==> config.mk <==
export PLATFORM = sky130hd
export DESIGN_NAME = sys_uart_flat
export DESIGN_NICKNAME = d
export VERILOG_FILES = /design/src/rtl/sys_uart_pkg.sv /design/src/rtl/sys_uart_if.sv /design/src/rtl/uart_rx_core.sv /design/src/rtl/sys_uart.sv /design/src/flat_wrapper.sv
export SDC_FILE = /design/constraint.sdc
export NUM_CORES = 1
export LEC_CHECK = 0
export BUFFER_PORTS_ARGS = -buffer_cell sky130_fd_sc_hd__clkbuf_2
export CAP_MARGIN = 20
export CORE_ASPECT_RATIO = 0.7
export CORE_MARGIN = 10
export CORE_UTILIZATION = 45
export CTS_BUF_LIST = sky130_fd_sc_hd__clkbuf_16
export DETAILED_ROUTE_END_ITERATION = 16
export PLACE_DENSITY = 0.67
export SLEW_MARGIN = 20
export SYNTH_ARGS = -nofsm -noshare
export SYNTH_HDL_FRONTEND = slang
export SYNTH_SLANG_ARGS = --single-unit
export TNS_END_PERCENT = 10
==> constraint.sdc <==
create_clock -name clk -period 5.95 [get_ports clk]
set_clock_uncertainty 0.05 [all_clocks]
set_input_delay 0.2975 -clock clk [delete_from_list [all_inputs] [get_ports clk]]
set_output_delay 0.2975 -clock clk [all_outputs]
set_load 0.02 [all_outputs]
==> src/rtl/sys_uart_pkg.sv <==
// rtl/sys_uart_pkg.sv - shared constants, register offsets and FSM state types for sys_uart
package sys_uart_pkg;
    localparam logic [31:0] UART_BASE    = 32'h3000_0000;
    localparam logic [1:0]  UART_CTRL    = 2'd0;
    localparam logic [1:0]  UART_STATUS  = 2'd1;
    localparam logic [1:0]  UART_BAUD    = 2'd2;
    localparam logic [1:0]  UART_DATA    = 2'd3;
    localparam logic [15:0] UART_MIN_DIV = 16'd4;

    typedef enum logic [1:0] {TX_IDLE, TX_START, TX_DATA, TX_STOP} tx_state_t;
    typedef enum logic [1:0] {RX_IDLE, RX_START, RX_DATA, RX_STOP} rx_state_t;

    function automatic logic [15:0] clamp_div(input logic [15:0] d);
        return (d < UART_MIN_DIV) ? UART_MIN_DIV : d;
    endfunction
endpackage

==> src/rtl/sys_uart_if.sv <==
// rtl/sys_uart_if.sv - simplified AXI4-lite slave channel of the crossbar (no prot/resp)
interface sys_uart_if;
    logic [31:0] uart_axi_awaddr;
    logic        uart_axi_awvalid;
    logic        uart_axi_awready;
    logic [31:0] uart_axi_wdata;
    logic [3:0]  uart_axi_wstrb;
    logic        uart_axi_wvalid;
    logic        uart_axi_wready;
    logic [31:0] uart_axi_araddr;
    logic        uart_axi_arvalid;
    logic        uart_axi_arready;
    logic [31:0] uart_axi_rdata;
    logic        uart_axi_rvalid;
    logic        uart_axi_rready;

    modport master (
        output uart_axi_awaddr, uart_axi_awvalid, uart_axi_wdata, uart_axi_wstrb, uart_axi_wvalid,
               uart_axi_araddr, uart_axi_arvalid, uart_axi_rready,
        input  uart_axi_awready, uart_axi_wready, uart_axi_arready, uart_axi_rdata, uart_axi_rvalid
    );
    modport slave (
        input  uart_axi_awaddr, uart_axi_awvalid, uart_axi_wdata, uart_axi_wstrb, uart_axi_wvalid,
               uart_axi_araddr, uart_axi_arvalid, uart_axi_rready,
        output uart_axi_awready, uart_axi_wready, uart_axi_arready, uart_axi_rdata, uart_axi_rvalid
    );
endinterface

==> src/rtl/uart_rx_core.sv <==
// rtl/uart_rx_core.sv - receive path: 2-flop synchroniser, RX FSM and mid-bit sampler
module uart_rx_core
    import sys_uart_pkg::*;
(
    input  logic        clk,
    input  logic        rst_n,
    input  logic        rx,
    input  logic        en,
    input  logic [15:0] div,
    output logic [7:0]  data,
    output logic        done,
    output logic        frame_err
);
    logic        rx_s1, rx_s2, rx_prev;
    rx_state_t   state, state_d;
    logic [15:0] cnt, bit_div;
    logic [2:0]  bit_idx;
    logic        tick;

    assign tick = (cnt == bit_div - 16'd1);

    always_comb begin
        state_d = state;
        case (state)
            RX_IDLE:  if (en && rx_prev && !rx_s2) state_d = RX_START;
            RX_START: if (tick) state_d = rx_s2 ? RX_IDLE : RX_DATA;
            RX_DATA:  if (tick && bit_idx == 3'd7) state_d = RX_STOP;
            RX_STOP:  if (tick) state_d = RX_IDLE;
            default:  state_d = RX_IDLE;
        endcase
    end

    always_ff @(posedge clk or negedge rst_n) begin
        if (!rst_n) begin
            rx_s1     <= 1'b1;
            rx_s2     <= 1'b1;
            rx_prev   <= 1'b1;
            state     <= RX_IDLE;
            cnt       <= '0;
            bit_div   <= '0;
            bit_idx   <= '0;
            data      <= '0;
            done      <= 1'b0;
            frame_err <= 1'b0;
        end else begin
            rx_s1     <= rx;
            rx_s2     <= rx_s1;
            rx_prev   <= rx_s2;
            state     <= state_d;
            done      <= 1'b0;
            frame_err <= 1'b0;
            // The first wait is half a bit so every later sample lands mid-bit.
            if (state == RX_IDLE) begin
                cnt     <= '0;
                bit_div <= {1'b0, div[15:1]};
            end else if (tick) begin
                cnt     <= '0;
                bit_div <= div;
            end else begin
                cnt <= cnt + 16'd1;
            end
            if (state == RX_START) bit_idx <= '0;
            if (state == RX_DATA && tick) begin
                data    <= {rx_s2, data[7:1]};
                bit_idx <= bit_idx + 3'd1;
            end
            if (state == RX_STOP && tick) begin
                done      <= rx_s2;
                frame_err <= ~rx_s2;
            end
        end
    end
endmodule

==> src/rtl/sys_uart.sv <==
// rtl/sys_uart.sv - memory-mapped 8N1 UART: register file, bus handshake and transmitter
module sys_uart
    import sys_uart_pkg::*;
#(
    parameter logic [15:0] BAUD_DIV_RST = 16'd868
) (
    input  logic      clk,
    input  logic      rst_n,
    sys_uart_if.slave bus,
    output logic      uart_tx,
    input  logic      uart_rx,
    output logic      uart_irq
);
    logic        tx_en, rx_en, rx_ie;
    logic        rx_valid, rx_overrun, frame_err;
    logic [15:0] baud, baud_wr;
    logic [7:0]  rx_byte, core_byte;
    logic        core_done, core_ferr;
    logic        rvalid_q;
    logic [31:0] rdata_q, rd_word;
    logic        wr_hs, rd_hs, rd_data_clr, tx_go, tx_busy;
    logic [1:0]  wr_sel, rd_sel;

    tx_state_t   tx_state, tx_state_d;
    logic [15:0] tx_cnt, tx_div;
    logic [2:0]  tx_bit, tx_bit_d;
    logic [7:0]  tx_shift;
    logic        tx_tick, tx_line_d;

    wire unused_bus_bits = ^{bus.uart_axi_awaddr[31:4], bus.uart_axi_awaddr[1:0],
                             bus.uart_axi_araddr[31:4], bus.uart_axi_araddr[1:0],
                             bus.uart_axi_wdata[31:16], bus.uart_axi_wstrb[3:2]};

    assign wr_hs                = bus.uart_axi_awvalid & bus.uart_axi_wvalid;
    assign rd_hs                = bus.uart_axi_arvalid & ~rvalid_q;
    assign bus.uart_axi_awready = wr_hs;
    assign bus.uart_axi_wready  = wr_hs;
    assign bus.uart_axi_arready = rd_hs;
    assign bus.uart_axi_rvalid  = rvalid_q;
    assign bus.uart_axi_rdata   = rdata_q;
    assign wr_sel      = bus.uart_axi_awaddr[3:2];
    assign rd_sel      = bus.uart_axi_araddr[3:2];
    assign rd_data_clr = rd_hs && (rd_sel == UART_DATA);
    assign tx_busy     = (tx_state != TX_IDLE);
    assign tx_go       = wr_hs && (wr_sel == UART_DATA) && bus.uart_axi_wstrb[0] && tx_en && !tx_busy;
    assign uart_irq    = rx_valid & rx_ie;
    assign baud_wr     = {bus.uart_axi_wstrb[1] ? bus.uart_axi_wdata[15:8] : baud[15:8],
                          bus.uart_axi_wstrb[0] ? bus.uart_axi_wdata[7:0]  : baud[7:0]};

    always_comb begin
        rd_word = '0;
        case (rd_sel)
            UART_CTRL:   rd_word[2:0]  = {rx_ie, rx_en, tx_en};
            UART_STATUS: rd_word[3:0]  = {frame_err, rx_overrun, rx_valid, tx_busy};
            UART_BAUD:   rd_word[15:0] = baud;
            default:     rd_word[7:0]  = rx_byte;
        endcase
    end

    always_ff @(posedge clk or negedge rst_n) begin
        if (!rst_n) begin
            {rx_ie, rx_en, tx_en} <= '0;
            baud       <= BAUD_DIV_RST;
            rx_valid   <= 1'b0;
            rx_overrun <= 1'b0;
            frame_err  <= 1'b0;
            rx_byte    <= '0;
            rvalid_q   <= 1'b0;
            rdata_q    <= '0;
        end else begin
            if (wr_hs && bus.uart_axi_wstrb[0] && wr_sel == UART_CTRL)
                {rx_ie, rx_en, tx_en} <= bus.uart_axi_wdata[2:0];
            if (wr_hs && bus.uart_axi_wstrb[0] && wr_sel == UART_STATUS) begin
                if (bus.uart_axi_wdata[2]) rx_overrun <= 1'b0;
                if (bus.uart_axi_wdata[3]) frame_err  <= 1'b0;
            end
            if (wr_hs && wr_sel == UART_BAUD && |bus.uart_axi_wstrb[1:0])
                baud <= clamp_div(baud_wr);
            // A completion that coincides with a DATA read refills rather than overruns.
            if (core_done) begin
                if (rx_valid && !rd_data_clr) begin
                    rx_overrun <= 1'b1;
                end else begin
                    rx_byte  <= core_byte;
                    rx_valid <= 1'b1;
                end
            end else if (rd_data_clr) begin
                rx_valid <= 1'b0;
            end
            if (core_ferr) frame_err <= 1'b1;
            if (rd_hs) begin
                rvalid_q <= 1'b1;
                rdata_q  <= rd_word;
            end else if (rvalid_q && bus.uart_axi_rready) begin
                rvalid_q <= 1'b0;
            end
        end
    end

    assign tx_tick = (tx_cnt == tx_div - 16'd1);

    always_comb begin
        tx_state_d = tx_state;
        tx_bit_d   = tx_bit;
        case (tx_state)
            TX_IDLE:  if (tx_go) tx_state_d = TX_START;
            TX_START: if (tx_tick) begin
                tx_state_d = TX_DATA;
                tx_bit_d   = 3'd0;
            end
            TX_DATA:  if (tx_tick) begin
                if (tx_bit == 3'd7) tx_state_d = TX_STOP;
                else                tx_bit_d   = tx_bit + 3'd1;
            end
            TX_STOP:  if (tx_tick) tx_state_d = TX_IDLE;
            default:  tx_state_d = TX_IDLE;
        endcase
        tx_line_d = 1'b1;
        if (tx_state_d == TX_START)     tx_line_d = 1'b0;
        else if (tx_state_d == TX_DATA) tx_line_d = tx_shift[tx_bit_d];
    end

    always_ff @(posedge clk or negedge rst_n) begin
        if (!rst_n) begin
            tx_state <= TX_IDLE;
            tx_bit   <= '0;
            tx_shift <= '0;
            tx_cnt   <= '0;
            tx_div   <= BAUD_DIV_RST;
            uart_tx  <= 1'b1;
        end else begin
            tx_state <= tx_state_d;
            tx_bit   <= tx_bit_d;
            uart_tx  <= tx_line_d;
            if (tx_go) tx_shift <= bus.uart_axi_wdata[7:0];
            // The divisor is re-latched at every bit boundary so BAUD writes land cleanly.
            if (tx_state_d != tx_state || tx_tick) begin
                tx_cnt <= '0;
                tx_div <= baud;
            end else if (tx_busy) begin
                tx_cnt <= tx_cnt + 16'd1;
            end
        end
    end

    uart_rx_core u_rx_core (
        .clk       (clk),
        .rst_n     (rst_n),
        .rx        (uart_rx),
        .en        (rx_en),
        .div       (baud),
        .data      (core_byte),
        .done      (core_done),
        .frame_err (core_ferr)
    );
endmodule
==> src/flat_wrapper.sv <==
// flat-port wrapper written by rule: the top's interface ports become plain ports
module sys_uart_flat import sys_uart_pkg::*;
#(
    parameter logic [15:0] BAUD_DIV_RST = 16'd868
)
  (clk, rst_n, uart_tx, uart_rx, uart_irq, bus_uart_axi_awaddr, bus_uart_axi_awvalid, bus_uart_axi_wdata, bus_uart_axi_wstrb, bus_uart_axi_wvalid, bus_uart_axi_araddr, bus_uart_axi_arvalid, bus_uart_axi_rready, bus_uart_axi_awready, bus_uart_axi_wready, bus_uart_axi_arready, bus_uart_axi_rdata, bus_uart_axi_rvalid);
  sys_uart_if bus_i ();
  input  logic clk;
  input  logic rst_n;
  output logic uart_tx;
  input  logic uart_rx;
  output logic uart_irq;
  input wire logic [$bits(bus_i.uart_axi_awaddr)-1:0] bus_uart_axi_awaddr;
  input wire logic [$bits(bus_i.uart_axi_awvalid)-1:0] bus_uart_axi_awvalid;
  input wire logic [$bits(bus_i.uart_axi_wdata)-1:0] bus_uart_axi_wdata;
  input wire logic [$bits(bus_i.uart_axi_wstrb)-1:0] bus_uart_axi_wstrb;
  input wire logic [$bits(bus_i.uart_axi_wvalid)-1:0] bus_uart_axi_wvalid;
  input wire logic [$bits(bus_i.uart_axi_araddr)-1:0] bus_uart_axi_araddr;
  input wire logic [$bits(bus_i.uart_axi_arvalid)-1:0] bus_uart_axi_arvalid;
  input wire logic [$bits(bus_i.uart_axi_rready)-1:0] bus_uart_axi_rready;
  output wire logic [$bits(bus_i.uart_axi_awready)-1:0] bus_uart_axi_awready;
  output wire logic [$bits(bus_i.uart_axi_wready)-1:0] bus_uart_axi_wready;
  output wire logic [$bits(bus_i.uart_axi_arready)-1:0] bus_uart_axi_arready;
  output wire logic [$bits(bus_i.uart_axi_rdata)-1:0] bus_uart_axi_rdata;
  output wire logic [$bits(bus_i.uart_axi_rvalid)-1:0] bus_uart_axi_rvalid;
  assign bus_i.uart_axi_awaddr = bus_uart_axi_awaddr;
  assign bus_i.uart_axi_awvalid = bus_uart_axi_awvalid;
  assign bus_i.uart_axi_wdata = bus_uart_axi_wdata;
  assign bus_i.uart_axi_wstrb = bus_uart_axi_wstrb;
  assign bus_i.uart_axi_wvalid = bus_uart_axi_wvalid;
  assign bus_i.uart_axi_araddr = bus_uart_axi_araddr;
  assign bus_i.uart_axi_arvalid = bus_uart_axi_arvalid;
  assign bus_i.uart_axi_rready = bus_uart_axi_rready;
  assign bus_uart_axi_awready = bus_i.uart_axi_awready;
  assign bus_uart_axi_wready = bus_i.uart_axi_wready;
  assign bus_uart_axi_arready = bus_i.uart_axi_arready;
  assign bus_uart_axi_rdata = bus_i.uart_axi_rdata;
  assign bus_uart_axi_rvalid = bus_i.uart_axi_rvalid;
  sys_uart #(.BAUD_DIV_RST(BAUD_DIV_RST)) u_core (.clk(clk), .rst_n(rst_n), .bus(bus_i), .uart_tx(uart_tx), .uart_rx(uart_rx), .uart_irq(uart_irq));
endmodule
==> results by group <==
Outcome
  • Status: finished clean

Power
  • Pwr Density: 333.4 nW/um^2
  • Leak pwr: 3.973 nW
  • Peak supply drop: 0.1786 mV

Setup path
  • Endpoint type of the worst setup path: flip-flop
  • FF-to-FF path depth: 11
  • Critical Path AT: 5070 ps
  • Startpoint Class: flip-flop
  • Critical Setup Path Class: flip-flop to flip-flop
  • WP data required: 6190 ps
  • CP max FO: 32
  • R2R setup slack: 1120 ps

Floorplan
  • CORE AREA: 16440 um^2
  • Initial Util: 46.21%
  • Die X: 175.3 um
  • Std-Cell Rows: 39
  • Die height: 128.7 um
  • # IOs: 145
  • Die ar.: 22570 um^2

Yosys
  • Mapped Cells: 724
  • Mapped cell area: 7600 um^2
  • Register area share after synthesis: 47.32%
  • Synth top cells by count: dfrtp_1, nor2_1, nand2_1
  • Ranking of synthesized cells by area: dfrtp_1, mux2_2, dfstp_2
  • Synth async-reset ratio: 100.0%
  • Yosys top cell by area: dfrtp_1
  • YS warnings: 0
  • Post-synthesis average cell area: 10.50 um^2
  • Post-synth EDFFs: 0
  • Synth top area share: 42.48%
  • Count leader, synth: dfrtp_1
  • Synth Flop Type: dfrtp_1
  • Seq cells post-synth: 143
  • Cell variety after synth: 64

Clock tree
  • CTS tree: built
  • Hold buffers post-CTS: 2
  • Clock Sinks: 143
  • CTS resizes: 0
  • Latest clock arrival within the worst-skew pair: 410 ps
  • CTS buffer count: 17
  • Clk pin slew, worst setup/hold paths: 60 ps
  • Htree depth: 4
  • # Post-CTS Setup Buffers: 0
  • CTS root buffer: clkbuf_16
  • Max Buffers Root-to-Sink: 2

Min path
  • HP Class: input port to flip-flop
  • Hold Path Stages: 2

Routing
  • Vias: 5492
  • Post-Route WL: 17.52 mm
  • WL per Instance: 17.38 um
  • Drt drc: 0
  • Detail Route Antenna Nets: 0
  • First-pass DRT Iterations: 5
  • 1st-iter DRT viols: 406
  • Vias per std cell: 5.448

Final layout
  • Final Core Density: 52.24%
  • Share of cells above drive strength 1: 21.71%
  • Area growth syn-to-layout: 13.04%
  • Final #Nets: 888
  • ANT cells: 0

STA
  • Fmax achieved: 207.2 MHz
  • Final setup vio count: 0
  • RSZ-0062 raised after global routing: no
  • Worst-Margin Slew: 940.2 ps
  • Final max-slew violation count: 0
  • Final Hold Fails: 0
  • Final period util: 81.11%
  • Setup TNS Final: 0 ps
  • Final worst path period need: 4826 ps
  • Slew margin rel.: 37.32%

GRT
  • First-pass GRT wire length: 28.50 mm
  • Vias in the first global route: 5484
  • All-Layer GR Usage: 15.33%
  • Initial antenna violation count: 0
  • Largest net degree at the start of global routing: 78
  • Total gr overflow: 0

Place
  • Routability cong.: 0.9188
  • Dpl hpwl: 12.49 mm
  • IO buf count: 50

Job
  • Max-cap violations: 0
[critical path: stages (launching register included)]
cell and delay, ps:
dfrtp_1 440, nor2_1 420, nand2_1 230, or4_1 580, a211oi_1 270, o2111ai_1 160
or3_1 540, a2111oi_4 430, a221oi_2 120, xnor2_2 190, nand3_2 670, mux2_1 590
[area by class of cell]
cell class                 count  area (um^2)
clock buffer                  17        425.4
timing repair buffer          55        299.0
sequential                   143         3596
inverter                      24        90.09
clock inverter                15        161.4
multi-input combinational    529         3737
tap                          225        281.5
fill                        1423         7854
[through the flow]
stage / hold WS (ps) / setup slack, ps / power (mW) / cells / cell area, um^2
global route: 42.63 / 798.7 / 3.007 / 1008 / 8591
detailed placement: 291.7 / 1174 / 1.815 / 974 / 7979
global placement: 278.0 / 1304 / 1.786 / 974 / 7979
floorplan: -48.09 / 2328 / 1.634 / 739 / 7656
CTS: 8.326 / 1165 / 2.880 / 1008 / 8586
finish: 23.15 / 1124 / 2.864 / 1008 / 8591
[logic make-up after synthesis]
logic type | share of synthesized area [%]
AND/OR/NAND/NOR | 15.82
flip-flops | 47.32
AO/OA/AOI/OAI | 8.956
multiplexers | 13.57
XOR/XNOR | 8.051
buffers and inverters | 4.429
adder cells (fa/ha/maj) | 1.811
other | 0.04934
[report_power, final]
group,internal [mW],switching [mW],leakage [nW]
combinational,0.230,0.321,1.83
clock,0.622,0.435,0.276
sequential,1.09,0.163,1.86
total,1.95,0.919,3.97
[final timing paths]
| path | from | to |
|---|---|---|
| worst max register to register | u_core.tx_div[0] | u_core.tx_div[0] |
| min in group asynchronous | rst_n | u_core.tx_cnt[9] |
| max in group asynchronous | rst_n | u_core.bus.uart_axi_rdata[5] |
| worst min register to register | u_core.u_rx_core.rx_s1 | u_core.u_rx_core.rx_s2 |
| worst min-delay path | bus_uart_axi_rready | u_core.bus.uart_axi_rvalid |
| worst max-delay path | u_core.tx_div[0] | u_core.tx_div[0] |
[layout by cell type (no fill, tap or decap), drive strengths merged, types with 4 or more instances in the layout]
master	netlist	routed
a21oi	14	14
a22o	11	11
dfstp	14	14
inv	24	29
o22ai	5	5
nor2b	8	8
nor3	15	15
mux2	61	61
nor2	70	70
ha	11	11
nand2b	5	5
conb	1	16
nand2	67	67
nor4	13	13
nor3b	6	6
o21ai	37	37
a211oi	4	4
and2	4	4
a31oi	6	6
buf	25	4
xnor2	35	35
nand3	18	18
mux2i	25	25
nand3b	4	4
nand4	8	8
dfrtp	129	129
or3	4	4
clkbuf	18	66
a22oi	5	5
and3	10	10
xor2	34	34
clkinvlp	0	5
[flip-flops by register name, summed over array words and instances, names as in the netlist, 2 cells and up, named ones only]
name                       count
u_core.tx_state                2
u_core.u_rx_core.bit_idx       3
u_core.tx_div                 16
u_core.tx_shift                8
u_core.tx_bit                  3
u_core.bus.uart_axi_rdata     16
u_core.u_rx_core.bit_div      16
u_core.rx_byte                 8
u_core.u_rx_core.cnt          16
u_core.baud                   16
u_core.u_rx_core.data          8
u_core.tx_cnt                 16
[per-layer routing]
metal  part of all wire, %  vias up  global-route usage (%)
li1                      -     2605                       -
met1                    48     2714                   20.97
met2                    45      156                   23.36
met3                   6.6       17                   4.705
met4                  0.74        0                   3.728
met5                     0        -                       0
(Power assumes the default switching activity.)
